$ cat config.mk
export PLATFORM = sky130hd
export DESIGN_NAME = commfifo_h2d_arb
export DESIGN_NICKNAME = d
export VERILOG_FILES = /design/src/rtl/commfifo_h2d_arb.sv
export SDC_FILE = /design/constraint.sdc
export NUM_CORES = 1
export LEC_CHECK = 0
export ABC_AREA = 1
export BUFFER_PORTS_ARGS = -buffer_cell sky130_fd_sc_hd__buf_4
export CORE_ASPECT_RATIO = 0.75
export CORE_UTILIZATION = 42
export CTS_CLUSTER_SIZE = 24
export DETAILED_ROUTE_END_ITERATION = 16
export PLACE_DENSITY = 0.76
export SLEW_MARGIN = 0
export SYNTH_ARGS = -nofsm -noshare
export SYNTH_HDL_FRONTEND = slang
export SYNTH_SLANG_ARGS = --single-unit
$ cat constraint.sdc
create_clock -name i_clk -period 1.3 [get_ports i_clk]
set_input_delay 0.26 -clock i_clk [delete_from_list [all_inputs] [get_ports i_clk]]
set_output_delay 0.26 -clock i_clk [all_outputs]
set_load 0.005 [all_outputs]
$ cat src/rtl/commfifo_h2d_arb.sv
`default_nettype none
// ============================================================================
//  Module   : commfifo_h2d_arb
//  Purpose  : Round-robin arbiter that shares the single h2d comm FIFO write
//             port between NCH host-side byte streams. Each grant emits one
//             header byte {4'hA, channel} and then forwards up to MAXBURST
//             data bytes from the granted channel before rotating.
//  Revision : 1.0 - initial release
// ----------------------------------------------------------------------------
//  Ports
//    i_clk            clock, all logic on the rising edge
//    i_reset          synchronous active-high reset
//    i_req_valid[NCH] per-channel byte available
//    i_req_data       per-channel byte, channel k at [8k+7:8k]
//    i_req_last[NCH]  per-channel end-of-packet marker (qualified by valid)
//    o_req_ready[NCH] per-channel byte accepted when valid & ready
//    o_fifo_wr        write strobe to the h2d FIFO
//    o_fifo_data      byte to the h2d FIFO
//    i_fifo_not_full  h2d FIFO has room
//    o_grant          currently granted channel
//    o_busy           high while sending a header or data
//  Build option
//    COMMFIFO_ARB_PRIO_EN : when defined, channel 0 has strict priority and
//                           the remaining channels rotate among themselves.
// ============================================================================
module commfifo_h2d_arb #(
    parameter int NCH      = 4,
    parameter int CHW      = 2,
    parameter int MAXBURST = 8
) (
    input  logic             i_clk,
    input  logic             i_reset,
    input  logic [NCH-1:0]   i_req_valid,
    input  logic [NCH*8-1:0] i_req_data,
    input  logic [NCH-1:0]   i_req_last,
    output logic [NCH-1:0]   o_req_ready,
    output logic             o_fifo_wr,
    output logic [7:0]       o_fifo_data,
    input  logic             i_fifo_not_full,
    output logic [CHW-1:0]   o_grant,
    output logic             o_busy
);

    localparam int CNTW = $clog2(MAXBURST + 1);

    localparam logic [1:0] c_ST_IDLE = 2'd0;
    localparam logic [1:0] c_ST_HDR  = 2'd1;
    localparam logic [1:0] c_ST_DATA = 2'd2;

`ifdef COMMFIFO_ARB_PRIO_EN
    localparam bit c_PRIO_EN = 1'b1;
`else
    localparam bit c_PRIO_EN = 1'b0;
`endif

    logic [1:0]      state_q,  state_d;
    logic [CHW-1:0]  rr_ptr_q, rr_ptr_d;
    logic [CHW-1:0]  grant_q,  grant_d;
    logic [CNTW-1:0] cnt_q,    cnt_d;

    logic            w_sel_found;
    logic [CHW-1:0]  w_sel;
    logic            w_cur_valid;
    logic            w_cur_last;
    logic [7:0]      w_cur_data;
    logic            w_xfer;
    logic [CNTW-1:0] w_cnt_inc;

    // Next-channel search starting one past the last served channel. In
    // priority mode channel 0 pre-empts the search and is excluded from it.
    always_comb begin
        w_sel_found = 1'b0;
        w_sel       = '0;
        if (c_PRIO_EN && i_req_valid[0]) begin
            w_sel_found = 1'b1;
        end else begin
            for (int i = 1; i <= NCH; i++) begin
                logic [CHW-1:0] w_idx;
                w_idx = CHW'((int'(rr_ptr_q) + i) % NCH);
                if (!w_sel_found && i_req_valid[w_idx] &&
                    !(c_PRIO_EN && (w_idx == '0))) begin
                    w_sel_found = 1'b1;
                    w_sel       = w_idx;
                end
            end
        end
    end

    assign w_cur_valid = i_req_valid[grant_q];
    assign w_cur_last  = i_req_last[grant_q];
    assign w_cur_data  = i_req_data[8*grant_q +: 8];
    assign w_cnt_inc   = cnt_q + CNTW'(1);

    always_comb begin
        state_d     = state_q;
        rr_ptr_d    = rr_ptr_q;
        grant_d     = grant_q;
        cnt_d       = cnt_q;
        o_fifo_wr   = 1'b0;
        o_fifo_data = 8'h00;
        o_req_ready = '0;
        w_xfer      = 1'b0;

        case (state_q)
            c_ST_IDLE: begin
                if (w_sel_found) begin
                    grant_d = w_sel;
                    state_d = c_ST_HDR;
                end
            end

            c_ST_HDR: begin
                o_fifo_wr   = i_fifo_not_full;
                o_fifo_data = {4'hA, 4'(grant_q)};
                if (i_fifo_not_full) begin
                    cnt_d   = '0;
                    state_d = c_ST_DATA;
                end
            end

            c_ST_DATA: begin
                o_req_ready[grant_q] = i_fifo_not_full;
                w_xfer               = w_cur_valid & i_fifo_not_full;
                o_fifo_wr            = w_xfer;
                o_fifo_data          = w_cur_data;
                if (w_xfer) begin
                    cnt_d = w_cnt_inc;
                end
                // A burst ends on last, on reaching MAXBURST, or on a bubble
                // from the requester while the FIFO could have accepted.
                if ((w_xfer && (w_cur_last || (w_cnt_inc == CNTW'(MAXBURST)))) ||
                    (i_fifo_not_full && !w_cur_valid)) begin
                    state_d = c_ST_IDLE;
                    if (!c_PRIO_EN || (grant_q != '0)) begin
                        rr_ptr_d = grant_q;
                    end
                end
            end

            default: state_d = c_ST_IDLE;
        endcase

        // A burst cut by reset must not leak another byte on the reset edge.
        if (i_reset) begin
            o_fifo_wr   = 1'b0;
            o_req_ready = '0;
        end
    end

    always_ff @(posedge i_clk) begin
        if (i_reset) begin
            state_q  <= c_ST_IDLE;
            rr_ptr_q <= CHW'(NCH - 1);
            grant_q  <= '0;
            cnt_q    <= '0;
        end else begin
            state_q  <= state_d;
            rr_ptr_q <= rr_ptr_d;
            grant_q  <= grant_d;
            cnt_q    <= cnt_d;
        end
    end

    assign o_grant = grant_q;
    assign o_busy  = (state_q != c_ST_IDLE);

endmodule
`default_nettype wire

==> flow_summary.yaml, run 1 <==
status:
  status: "finished with violations"
  failing_checks: "setup timing"
placement:
  pre_cts_ws_ns: -0.205
  hpwl_after_dpl_um: 3200
  globalplace.congestion: 0.804
  placed_cells: 322
  io_buffer_count: 58
floorplan:
  top_level_ports: 59
  die_height_um: 49.7
  die-area_um2: 3260
  floorplan.die.width_um: 65.6
  fp.coreArea_um2: 2740
  floorplan.initialDensity: 0.464
  row_count: 16
worst_setup_path:
  critPathArrivalTime_ns: 1.51
  setup.worst_path.start_class: "flip-flop"
  timing_worst_setup_path_type: "reg2out"
  cp_data_required_time_ns: 1.04
  cp_max_fo: 12
  critPathCaptureType: "output pin"
global_routing:
  globalRouteMet3Util: 0.0694
  grt_overflow_total: 0
  globalRouteTotalUtil: 0.303
  vias_in_the_first_global_route: 1630
  grt_util_met1: 0.369
  maximum_number_of_pins_on_one_net_before_global_route_repair: 13
  number_of_antenna_violations_at_the_first_check_in_global_routing: 0
  met2_usage: 0.531
  top_usage_layer: "met2"
  first_pass_grt_wire_length_um: 7600
synth:
  synth.lib_cells_used.distinct: 28
  syn_area_um2: 1270
  synth_cells: 205
  synth_sequential_area_ratio: 0.157
  synth_fp_nets: 253
  ys_warn_count: 0
  syn_avg_cell_area_um2: 6.21
  synth_seq_cells: 10
cells_and_area:
  area_used_by_multi_input_combinational_logic_um2: 1220
  post_layout_nonfiller_instances: 340
  area.sequential_um2: 218
  fillers: 122
  layout.core_utilization: 0.896
  num_antenna_cells: 0
  area_growth_pct: 93.1
  number_of_nets_in_the_final_layout: 353
  layout-drive-gt1-share: 0.635
cts:
  htree_num_levels: 1
  cts_tree: "built"
  cts_made_buffers: 3
  worst_setup_hold_path_clk_slew_ns: 0.06
  clock_insertion_delay_worst_skew_ns: 0.24
  cts_buffer_depth: 2
  clock_sinks: 10
  ctsRootBufferMaster: "sky130_fd_sc_hd__clkbuf_8"
  cts-hold-fix-buffers: 0
worst_hold_path:
  worst_hold_path_type: "in2reg"
route:
  routedWlPerCell_um: 20.8
  routed_wirelength_um: 7070
  drc: 0
  count_of_vias_placed_by_the_detailed_router: 2115
  dr.pass1.iters: 5
  post_drt_via_cell_ratio: 6.22
  antenna_left: 0
  drt_iter0_markers: 237
timing:
  totalNegativeSetupSlack_ns: -7.50
  final_hold_viol_count: 0
  report.final.setup_viol: 24
  final.min_clock_period_ns: 1.77
  max_slew_headroom: 0.815
  timing.hold.ws_ns: 0.204
  achievable-frequency_mhz: 564
  final.period_utilization: 1.36
  max_slew.worst_pin.slew_ns: 0.276
  timing.final.max_slew_violations: 0
  clock-skew-final_ns: 0.00428
  least_setup_slack_across_all_paths_after_layout_ns: -0.474
  setup_repair_after_global_routing_missed_its_margin: "yes"
power:
  vdd.ir_drop.worst_mv: 1.55
  cellPowerDensity_nw_per_um2: 1860
  cellLeakagePower_nw: 1.21
run:
  max_cap_violations: 0
layer usage:
metal	vias up	routed length, um
met2	212	3250
met3	51	871
li1	890	-
met5	-	0
met4	0	405
met1	962	2540
worst max-delay path, stage by stage (launching register included):
cell and delay [ns]:
sky130_fd_sc_hd__dfxtp_4 0.39, sky130_fd_sc_hd__inv_8 0.10, sky130_fd_sc_hd__nand2_1 0.09, sky130_fd_sc_hd__nand2_2 0.11, sky130_fd_sc_hd__nand2_2 0.07, sky130_fd_sc_hd__nand2_2 0.09, sky130_fd_sc_hd__nand3_2 0.10, sky130_fd_sc_hd__a21oi_2 0.18
sky130_fd_sc_hd__buf_4 0.13
report_power, final:
| part | internal [mW] | leakage, nW | total [mW] | switching (mW) |
|---|---|---|---|---|
| clock network | 0.268 | 0.0288 | 0.416 | 0.148 |
| registers | 0.418 | 0.0836 | 0.554 | 0.135 |
| logic | 1.61 | 1.10 | 3.61 | 2.00 |
| total | 2.29 | 1.21 | 4.57 | 2.28 |
repair_timing:
| action | CTS | global route |
|---|---|---|
| pin swaps | 9 | 19 |
| setup buffers | 6 | 7 |
| gates resized for setup | 43 | 51 |
| gates cloned | 1 | 0 |
| endpoints found under the setup margin | 23 | 24 |
path summary, 6_finish.rpt:
| kind | start | endpoint | slack, ns | cells after the start |
|---|---|---|---|---|
| worst max-delay path | o_grant[0] | o_fifo_wr | -0.47 | 8 |
| worst min-delay path | i_reset | state_q[0] | 0.20 | 2 |
| worst max register to register | o_grant[0] | cnt_q[2] | -0.41 | 12 |
| worst min register to register | cnt_q[3] | cnt_q[3] | 0.55 | 2 |
placed cells by master, fill, tap and decap left out, types with 2 or more instances in the layout:
cell type	instances
sky130_fd_sc_hd__buf_4	90
sky130_fd_sc_hd__nand2_1	40
sky130_fd_sc_hd__nand2_4	21
sky130_fd_sc_hd__nand3_1	17
sky130_fd_sc_hd__nand2_2	15
sky130_fd_sc_hd__inv_1	14
sky130_fd_sc_hd__buf_6	12
sky130_fd_sc_hd__a21oi_1	6
sky130_fd_sc_hd__nor2_2	5
sky130_fd_sc_hd__inv_4	5
sky130_fd_sc_hd__nand3_2	5
sky130_fd_sc_hd__o21ai_1	5
sky130_fd_sc_hd__nor2_1	5
sky130_fd_sc_hd__a22oi_1	4
sky130_fd_sc_hd__inv_2	4
sky130_fd_sc_hd__a31oi_1	4
sky130_fd_sc_hd__a21oi_2	4
sky130_fd_sc_hd__a221oi_2	4
sky130_fd_sc_hd__nand4_1	4
sky130_fd_sc_hd__clkbuf_8	4
sky130_fd_sc_hd__dfxtp_1	4
sky130_fd_sc_hd__dfxtp_4	4
sky130_fd_sc_hd__nand3_4	3
sky130_fd_sc_hd__nor2_4	3
sky130_fd_sc_hd__o211ai_1	3
sky130_fd_sc_hd__nor3_2	2
sky130_fd_sc_hd__o21ai_2	2
sky130_fd_sc_hd__ha_1	2
sky130_fd_sc_hd__ha_4	2
sky130_fd_sc_hd__dfxtp_2	2
cell type report:
cell class / instances / share of cell area
Tap cell: 36 / 0.0183
Clock buffer: 4 / 0.0224
Sequential cell: 10 / 0.0886
Inverter: 24 / 0.0448
Multi-Input combinational cell: 164 / 0.496
Timing Repair Buffer: 102 / 0.330
cells in the mapped netlist:
| cell | number | area share |
|---|---|---|
| sky130_fd_sc_hd__nand2_1 | 56 | 0.17 |
| sky130_fd_sc_hd__nand3_1 | 21 | 0.083 |
| sky130_fd_sc_hd__inv_1 | 18 | 0.053 |
| sky130_fd_sc_hd__nand2_2 | 17 | 0.084 |
| sky130_fd_sc_hd__dfxtp_1 | 10 | 0.16 |
| sky130_fd_sc_hd__a21oi_1 | 9 | 0.035 |
| sky130_fd_sc_hd__nor2_1 | 9 | 0.027 |
| sky130_fd_sc_hd__a31oi_1 | 5 | 0.025 |
| sky130_fd_sc_hd__ha_1 | 5 | 0.049 |
| sky130_fd_sc_hd__o21ai_0 | 5 | 0.020 |
| sky130_fd_sc_hd__a221oi_1 | 4 | 0.028 |
| sky130_fd_sc_hd__a22oi_1 | 4 | 0.024 |
| sky130_fd_sc_hd__buf_2 | 4 | 0.016 |
| sky130_fd_sc_hd__buf_6 | 4 | 0.035 |
| sky130_fd_sc_hd__nand3_2 | 4 | 0.031 |
| sky130_fd_sc_hd__nand4_1 | 4 | 0.020 |
| sky130_fd_sc_hd__inv_2 | 3 | 0.0088 |
| sky130_fd_sc_hd__inv_4 | 3 | 0.015 |
| sky130_fd_sc_hd__nand2_4 | 3 | 0.027 |
| sky130_fd_sc_hd__nor3_1 | 3 | 0.012 |
| sky130_fd_sc_hd__o211ai_1 | 3 | 0.018 |
| sky130_fd_sc_hd__o21ai_1 | 3 | 0.012 |
| sky130_fd_sc_hd__nor2_2 | 2 | 0.0098 |
| sky130_fd_sc_hd__o22ai_1 | 2 | 0.0098 |
| sky130_fd_sc_hd__a21oi_2 | 1 | 0.0069 |
| sky130_fd_sc_hd__nor2_4 | 1 | 0.0088 |
| sky130_fd_sc_hd__nor2_8 | 1 | 0.016 |
| sky130_fd_sc_hd__o21ai_2 | 1 | 0.0069 |
stage by stage:
| stage | power, mW | cell area (um2) |
|---|---|---|
| after global placement | 2.76 | 1940 |
| after detailed placement | 2.80 | 1940 |
| after floorplan | 1.95 | 1300 |
| after CTS | 3.68 | 2180 |
| after global routing | 4.77 | 2460 |
| final | 4.57 | 2460 |
kinds of logic (layout without fill, tap and decap cells):
group                      after synthesis  after routing  synth area share
and+or+nand+nor                        121            122             0.482
AOI/OAI and AO/OA                       37             37             0.184
buffers and inverters                   32            130             0.128
DFF                                     10             10             0.157
adders and majority gates                5              5            0.0492
registers in the layout, indices dropped and copies added, names as in the netlist:
name and flops:
cnt_q 4, o_grant 2, rr_ptr_q 2, state_q 2
(Power assumes the default switching activity.)
==> inputs of run 2 (changes only) <==
- CORE_MARGIN: default -> 2
==> flow_summary.yaml, run 2 (synthesized netlist as in run 1, its figures left out) <==
cts:
  clock_insertion_delay_worst_skew_ns: 0.24
  cts-hold-fix-buffers: 0
  cts_made_buffers: 3
  cts_buffer_depth: 2
  cts_tree: "built"
  ctsRootBufferMaster: "sky130_fd_sc_hd__clkbuf_8"
  worst_setup_hold_path_clk_slew_ns: 0.05
  htree_num_levels: 1
  clock_sinks: 10
global_routing:
  globalRouteTotalUtil: 0.270
  grt_overflow_total: 0
  globalRouteMet3Util: 0.0411
  first_pass_grt_wire_length_um: 7120
  maximum_number_of_pins_on_one_net_before_global_route_repair: 10
  number_of_antenna_violations_at_the_first_check_in_global_routing: 0
  vias_in_the_first_global_route: 1582
  met2_usage: 0.454
  top_usage_layer: "met2"
  grt_util_met1: 0.348
placement:
  hpwl_after_dpl_um: 3200
  io_buffer_count: 58
  globalplace.congestion: 0.866
worst_setup_path:
  cpMostUsedCell: "sky130_fd_sc_hd__buf_4"
  critPathCaptureType: "output pin"
  timing.critical_path.buf_inv: 3
  critical-path-max-stage-delay_ns: 0.41
  worstReg2RegStart: "o_grant[0]"
  cp_max_fo: 5
  reg2reg_to: "state_q[1]"
  worst_path_dominant_cell_family: "buffers and inverters"
  timing_worst_setup_path_type: "reg2out"
  setup.worst_path.start_class: "flip-flop"
  crit_path_cell_trace: "buf_8 > buf_4 > nand3_1 > a31oi_1 > buf_4"
  cp_data_required_time_ns: 1.04
  r2r.worst_path.cells: 14
  critPathArrivalTime_ns: 1.43
  ff2ff_setup_slack_ns: -0.31
  crit_path_top_delay_cell: "sky130_fd_sc_hd__dfxtp_4"
route:
  dr.pass1.iters: 4
  routed_wirelength_um: 5800
  drt_iter0_markers: 146
  antenna_left: 0
  count_of_vias_placed_by_the_detailed_router: 1891
  post_drt_via_cell_ratio: 5.55
  routedWlPerCell_um: 17.0
  drc: 0
cells_and_area:
  fillers: 165
  area_growth_pct: 95.0
  layout-drive-gt1-share: 0.637
  mostFrequentLayoutCells: "sky130_fd_sc_hd__buf_4 (88), sky130_fd_sc_hd__nand2_1 (44), sky130_fd_sc_hd__nand2_2 (17)"
  number_of_nets_in_the_final_layout: 352
  registers.top_by_ff_count: "cnt_q"
  largest_register_ffs: 4
  most_common_cell_after_layout_fill_and_taps_aside: "sky130_fd_sc_hd__buf_4"
  num_antenna_cells: 0
timing:
  max_slew_headroom: 0.839
  final.min_clock_period_ns: 1.69
  totalNegativeSetupSlack_ns: -6.00
  final_hold_viol_count: 0
  timing.final.max_slew_violations: 0
  final.period_utilization: 1.30
  least_setup_slack_across_all_paths_after_layout_ns: -0.385
  max_slew.worst_pin.slew_ns: 0.241
  clock-skew-final_ns: 0.00321
  achievable-frequency_mhz: 593
  report.final.setup_viol: 24
  setup_repair_after_global_routing_missed_its_margin: "yes"
floorplan:
  die-area_um2: 3490
  floorplan.die.width_um: 67.6
  row_count: 17
  fp.coreArea_um2: 2910
  die_height_um: 51.7
  floorplan.initialDensity: 0.437
  top_level_ports: 59
run:
  max_cap_violations: 0
power:
  totalPowerFinal_mw: 4.44
  cellPowerDensity_nw_per_um2: 1790
  cellLeakagePower_nw: 1.18
  vdd.ir_drop.worst_mv: 1.42
status:
  failing_checks: "setup timing"
  status: "finished with violations"
worst_hold_path:
  worst_hold_path_type: "in2reg"
  min_from: "i_reset"
  timing.hold.worst_path_depth: 2
  min_delay_worst_endpoint: "state_q[0]"
run 2: cell types whose count changed in the layout (fill, tap and decap cells not counted), moves of 2 or more:
cell,change
sky130_fd_sc_hd__nand2_4,-7
sky130_fd_sc_hd__buf_4,-2
sky130_fd_sc_hd__buf_6,-2
sky130_fd_sc_hd__inv_6,+2
sky130_fd_sc_hd__a22oi_1,-2
sky130_fd_sc_hd__nand2_1,+4
sky130_fd_sc_hd__a22oi_2,+2
sky130_fd_sc_hd__nand2_2,+2
sky130_fd_sc_hd__buf_8,+2
run 2: power by group:
part	switching, mW	internal (mW)
Clock	0.140	0.268
Combinational	1.85	1.62
Sequential	0.140	0.419
Total	2.13	2.31
run 2: per-layer routing:
layer | up-vias | share of wire
met4 | 0 | 0.031
met3 | 19 | 0.074
met1 | 894 | 0.40
met2 | 88 | 0.50
li1 | 890 | -
met5 | - | 0
run 2: worst max path at each step:
stage | from | end | slack (ns) | cells past startpoint
after detailed placement | rr_ptr_q[1] | o_grant[0] | -0.17 | 11
final | o_grant[0] | o_fifo_data[2] | -0.39 | 5
after CTS | o_grant[0] | o_fifo_wr | -0.30 | 8
after global routing | o_grant[0] | o_fifo_wr | -0.44 | 8
after floorplan | o_grant[1] | o_fifo_data[5] | -0.009 | 6
after global placement | state_q[1] | o_fifo_data[6] | -0.14 | 5
run 2: area by class of cell:
type                       count  area, um2  area share
sequential                    10        218      0.0877
inverter                      24        110      0.0444
multi-input combinational    164       1230       0.495
clock buffer                   4       55.1      0.0222
timing repair buffer         101        823       0.332
tap                           38       47.5      0.0192
run 2: what timing repair did:
action,4_1_cts,5_1_grt
resized for setup,35,58
pin swaps,17,20
gates cloned,0,1
setup buffers,5,6
setup endpoints to repair,23,23
run 2: metrics by stage:
step / instances / instance area, um2 / util / setup WS (ns) / hold WS [ns]
finish: 341 / 2480 / 0.851 / -0.385 / 0.201
global route: 341 / 2480 / 0.851 / -0.440 / 0.198
floorplan: 205 / 1300 / - / -0.00921 / 0.315
detailed placement: 325 / 1960 / 0.672 / -0.169 / 0.453
global placement: 325 / 1960 / 0.672 / -0.143 / 0.448
CTS: 334 / 2170 / 0.744 / -0.304 / 0.199
==> inputs of run 3 (changes only) <==
--- a/config.mk
+++ b/config.mk
@@ -8,2 +8,3 @@
 export ABC_AREA = 1
+export ABC_CLOCK_PERIOD_IN_PS = 1300
 export BUFFER_PORTS_ARGS = -buffer_cell sky130_fd_sc_hd__buf_4
@@ -14,2 +15,3 @@
 export DETAILED_ROUTE_END_ITERATION = 16
+export HOLD_SLACK_MARGIN = 0.06
 export PLACE_DENSITY = 0.76
--- a/constraint.sdc
+++ b/constraint.sdc
@@ -3,2 +3,2 @@
 set_output_delay 0.26 -clock i_clk [all_outputs]
-set_load 0.005 [all_outputs]
+set_load 0.02 [all_outputs]
==> flow_summary.yaml, run 3 (synthesized netlist as in run 1, its figures left out) <==
cells_and_area:
  area_used_by_multi_input_combinational_logic_um2: 1440
  finish.instance_area_um2: 2810
  area_growth_pct: 121
  layout-drive-gt1-share: 0.705
  registers.top_by_ff_count: "cnt_q"
  num_antenna_cells: 0
  number_of_nets_in_the_final_layout: 354
  most_common_cell_after_layout_fill_and_taps_aside: "sky130_fd_sc_hd__buf_4"
  largest_register_ffs: 4
  mostFrequentLayoutCells: "sky130_fd_sc_hd__buf_4 (74), sky130_fd_sc_hd__nand2_1 (33), sky130_fd_sc_hd__buf_6 (24)"
  fillers: 59
  area.sequential_um2: 220
  post_layout_nonfiller_instances: 343
cts:
  worst_setup_hold_path_clk_slew_ns: 0.06
  htree_num_levels: 1
  cts_tree: "built"
  cts_made_buffers: 3
  cts_buffer_depth: 2
  clock_insertion_delay_worst_skew_ns: 0.25
  ctsRootBufferMaster: "sky130_fd_sc_hd__clkbuf_8"
  clock_sinks: 10
power:
  power.share.switching: 0.526
  cellPowerDensity_nw_per_um2: 1960
  cellInternalPower_mw: 2.61
  power_switching_mw: 2.90
  totalPowerFinal_mw: 5.50
  p_clk_frac: 0.076
  power.sequential.fraction: 0.108
  combinationalPowerShare: 0.817
  cellLeakagePower_nw: 1.26
  vdd.ir_drop.worst_mv: 1.48
global_routing:
  maximum_number_of_pins_on_one_net_before_global_route_repair: 13
  vias_in_the_first_global_route: 1785
  grt_overflow_total: 0
  grt_util_met1: 0.420
  met2_usage: 0.526
  globalRouteTotalUtil: 0.321
  globalRouteMet3Util: 0.0628
  number_of_antenna_violations_at_the_first_check_in_global_routing: 0
  first_pass_grt_wire_length_um: 8340
  top_usage_layer: "met2"
placement:
  globalplace.congestion: 0.806
  hpwl_after_dpl_um: 3630
  io_buffer_count: 58
  placed_area_um2: 2260
  placed_cells: 325
worst_setup_path:
  reg2reg_to: "state_q[1]"
  timing.critical_path.depth: 12
  crit_path_cell_trace: "buf_8 > nor2_4 > buf_4 > nand2_2 > nand2_2 > nor2_4 > nand3_2 > nand2_2 > nand2_2 > nand2_4 > nor2_1 > nor2_2"
  setup.worst_path.start_class: "flip-flop"
  cp_data_required_time_ns: 1.44
  crit_path_top_delay_cell: "sky130_fd_sc_hd__dfxtp_4"
  critPathCaptureType: "flip-flop"
  critical-path-max-stage-delay_ns: 0.38
  timing.critical_path.buf_inv: 2
  ff2ff_setup_slack_ns: -0.48
  critPathArrivalTime_ns: 1.92
  worstSetupStartpoint: "o_grant[0]"
  critical_path.endpoint: "state_q[1]"
  cp_max_fo: 5
  worst_path_dominant_cell_family: "simple AND/OR/NAND/NOR gates"
  cpMostUsedCell: "sky130_fd_sc_hd__nand2_2"
  worstReg2RegStart: "o_grant[0]"
  timing_worst_setup_path_type: "reg2reg"
  r2r.worst_path.cells: 12
floorplan:
  floorplan.die.width_um: 67.6
  fp.coreArea_um2: 2910
  die_height_um: 51.7
  die-area_um2: 3490
  floorplan.initialDensity: 0.437
  row_count: 17
  top_level_ports: 59
status:
  status: "finished with violations"
  failing_checks: "setup timing"
route:
  post_drt_via_cell_ratio: 6.50
  routed_wirelength_um: 8550
  drt_iter0_markers: 246
  antenna_left: 0
  drc: 0
  dr.pass1.iters: 5
  routedWlPerCell_um: 24.9
  count_of_vias_placed_by_the_detailed_router: 2228
timing:
  final.period_utilization: 1.37
  clock-skew-final_ns: 0.00590
  final_hold_viol_count: 0
  least_setup_slack_across_all_paths_after_layout_ns: -0.483
  setup_repair_after_global_routing_missed_its_margin: "yes"
  achievable-frequency_mhz: 561
  final.min_clock_period_ns: 1.78
  report.final.setup_viol: 25
  timing.final.max_slew_violations: 0
  max_slew.worst_pin.slew_ns: 0.350
  max_slew_headroom: 0.764
run:
  max_cap_violations: 0
worst_hold_path:
  worst_hold_path_type: "in2reg"
-- run 3: cell count changes in the layout (fill, tap and decap cells not counted), moves of 3 or more --
cell / previous run / this run
sky130_fd_sc_hd__a221oi_2: 4 / 1
sky130_fd_sc_hd__nand2_2: 17 / 22
sky130_fd_sc_hd__a221oi_4: 0 / 3
sky130_fd_sc_hd__buf_6: 10 / 24
sky130_fd_sc_hd__buf_4: 88 / 74
sky130_fd_sc_hd__nor2_4: 2 / 6
sky130_fd_sc_hd__nand2_1: 44 / 33
sky130_fd_sc_hd__nor2_2: 6 / 3
sky130_fd_sc_hd__nand2_4: 14 / 19
-- run 3: cell type report --
class / instances / area share
flip-flops and latches: 10 / 0.0783
clock buffers: 4 / 0.0196
inverters: 24 / 0.0445
well taps: 38 / 0.0169
multi-input cells: 164 / 0.513
repair buffers: 103 / 0.327
-- run 3: what timing repair did --
action                     4_1_cts  5_1_grt
gates cloned                     1        1
hold buffers                     0        0
resized for setup               51       48
setup buffers                    8        6
setup endpoints to repair       24       25
pin swaps                       33       29
-- run 3: per-layer routing --
layer,routed length [um],up-vias
met2,3970,222
li1,-,898
met1,2930,1031
met4,718,0
met5,0,-
met3,939,77
-- run 3: through the flow --
| stage | util | hold slack (ns) | setup TNS (ns) | setup WS, ns |
|---|---|---|---|---|
| 2_1_floorplan | - | 0.315 | -0.974 | -0.114 |
| 3_3_place_gp | 0.777 | 0.521 | -1.64 | -0.140 |
| 3_5_place_dp | 0.777 | 0.528 | -2.04 | -0.173 |
| 4_1_cts | 0.883 | 0.278 | -5.90 | -0.382 |
| 5_1_grt | 0.965 | 0.309 | -9.14 | -0.544 |
| 6_report | 0.965 | 0.320 | -8.26 | -0.483 |
-- run 3: worst min-delay path by stage --
| stage | from | to | slack (ns) | cells past startpoint |
|---|---|---|---|---|
| floorplan | i_reset | state_q[0] | 0.32 | 1 |
| global route | i_reset | state_q[0] | 0.31 | 3 |
| detailed placement | cnt_q[2] | cnt_q[2] | 0.53 | 2 |
| global placement | cnt_q[3] | cnt_q[3] | 0.52 | 2 |
| CTS | i_reset | state_q[0] | 0.28 | 3 |
| finish | i_reset | o_grant[1] | 0.32 | 3 |
-- run 3: tightest hold or removal path: stages --
cell and delay [ns]:
sky130_fd_sc_hd__buf_4 0.09, sky130_fd_sc_hd__buf_4 0.13, sky130_fd_sc_hd__a21oi_2 0.04
-- run 3: power groups by stage --
stage                     combinational (mW)  sequential [mW]  clock (mW)
after CTS                               3.63            0.550       0.415
after floorplan                         2.26            0.510           0
after global routing                    4.65            0.594       0.439
final                                   4.49            0.593       0.416
after detailed placement                3.05            0.553           0
after global placement                  3.02            0.548           0
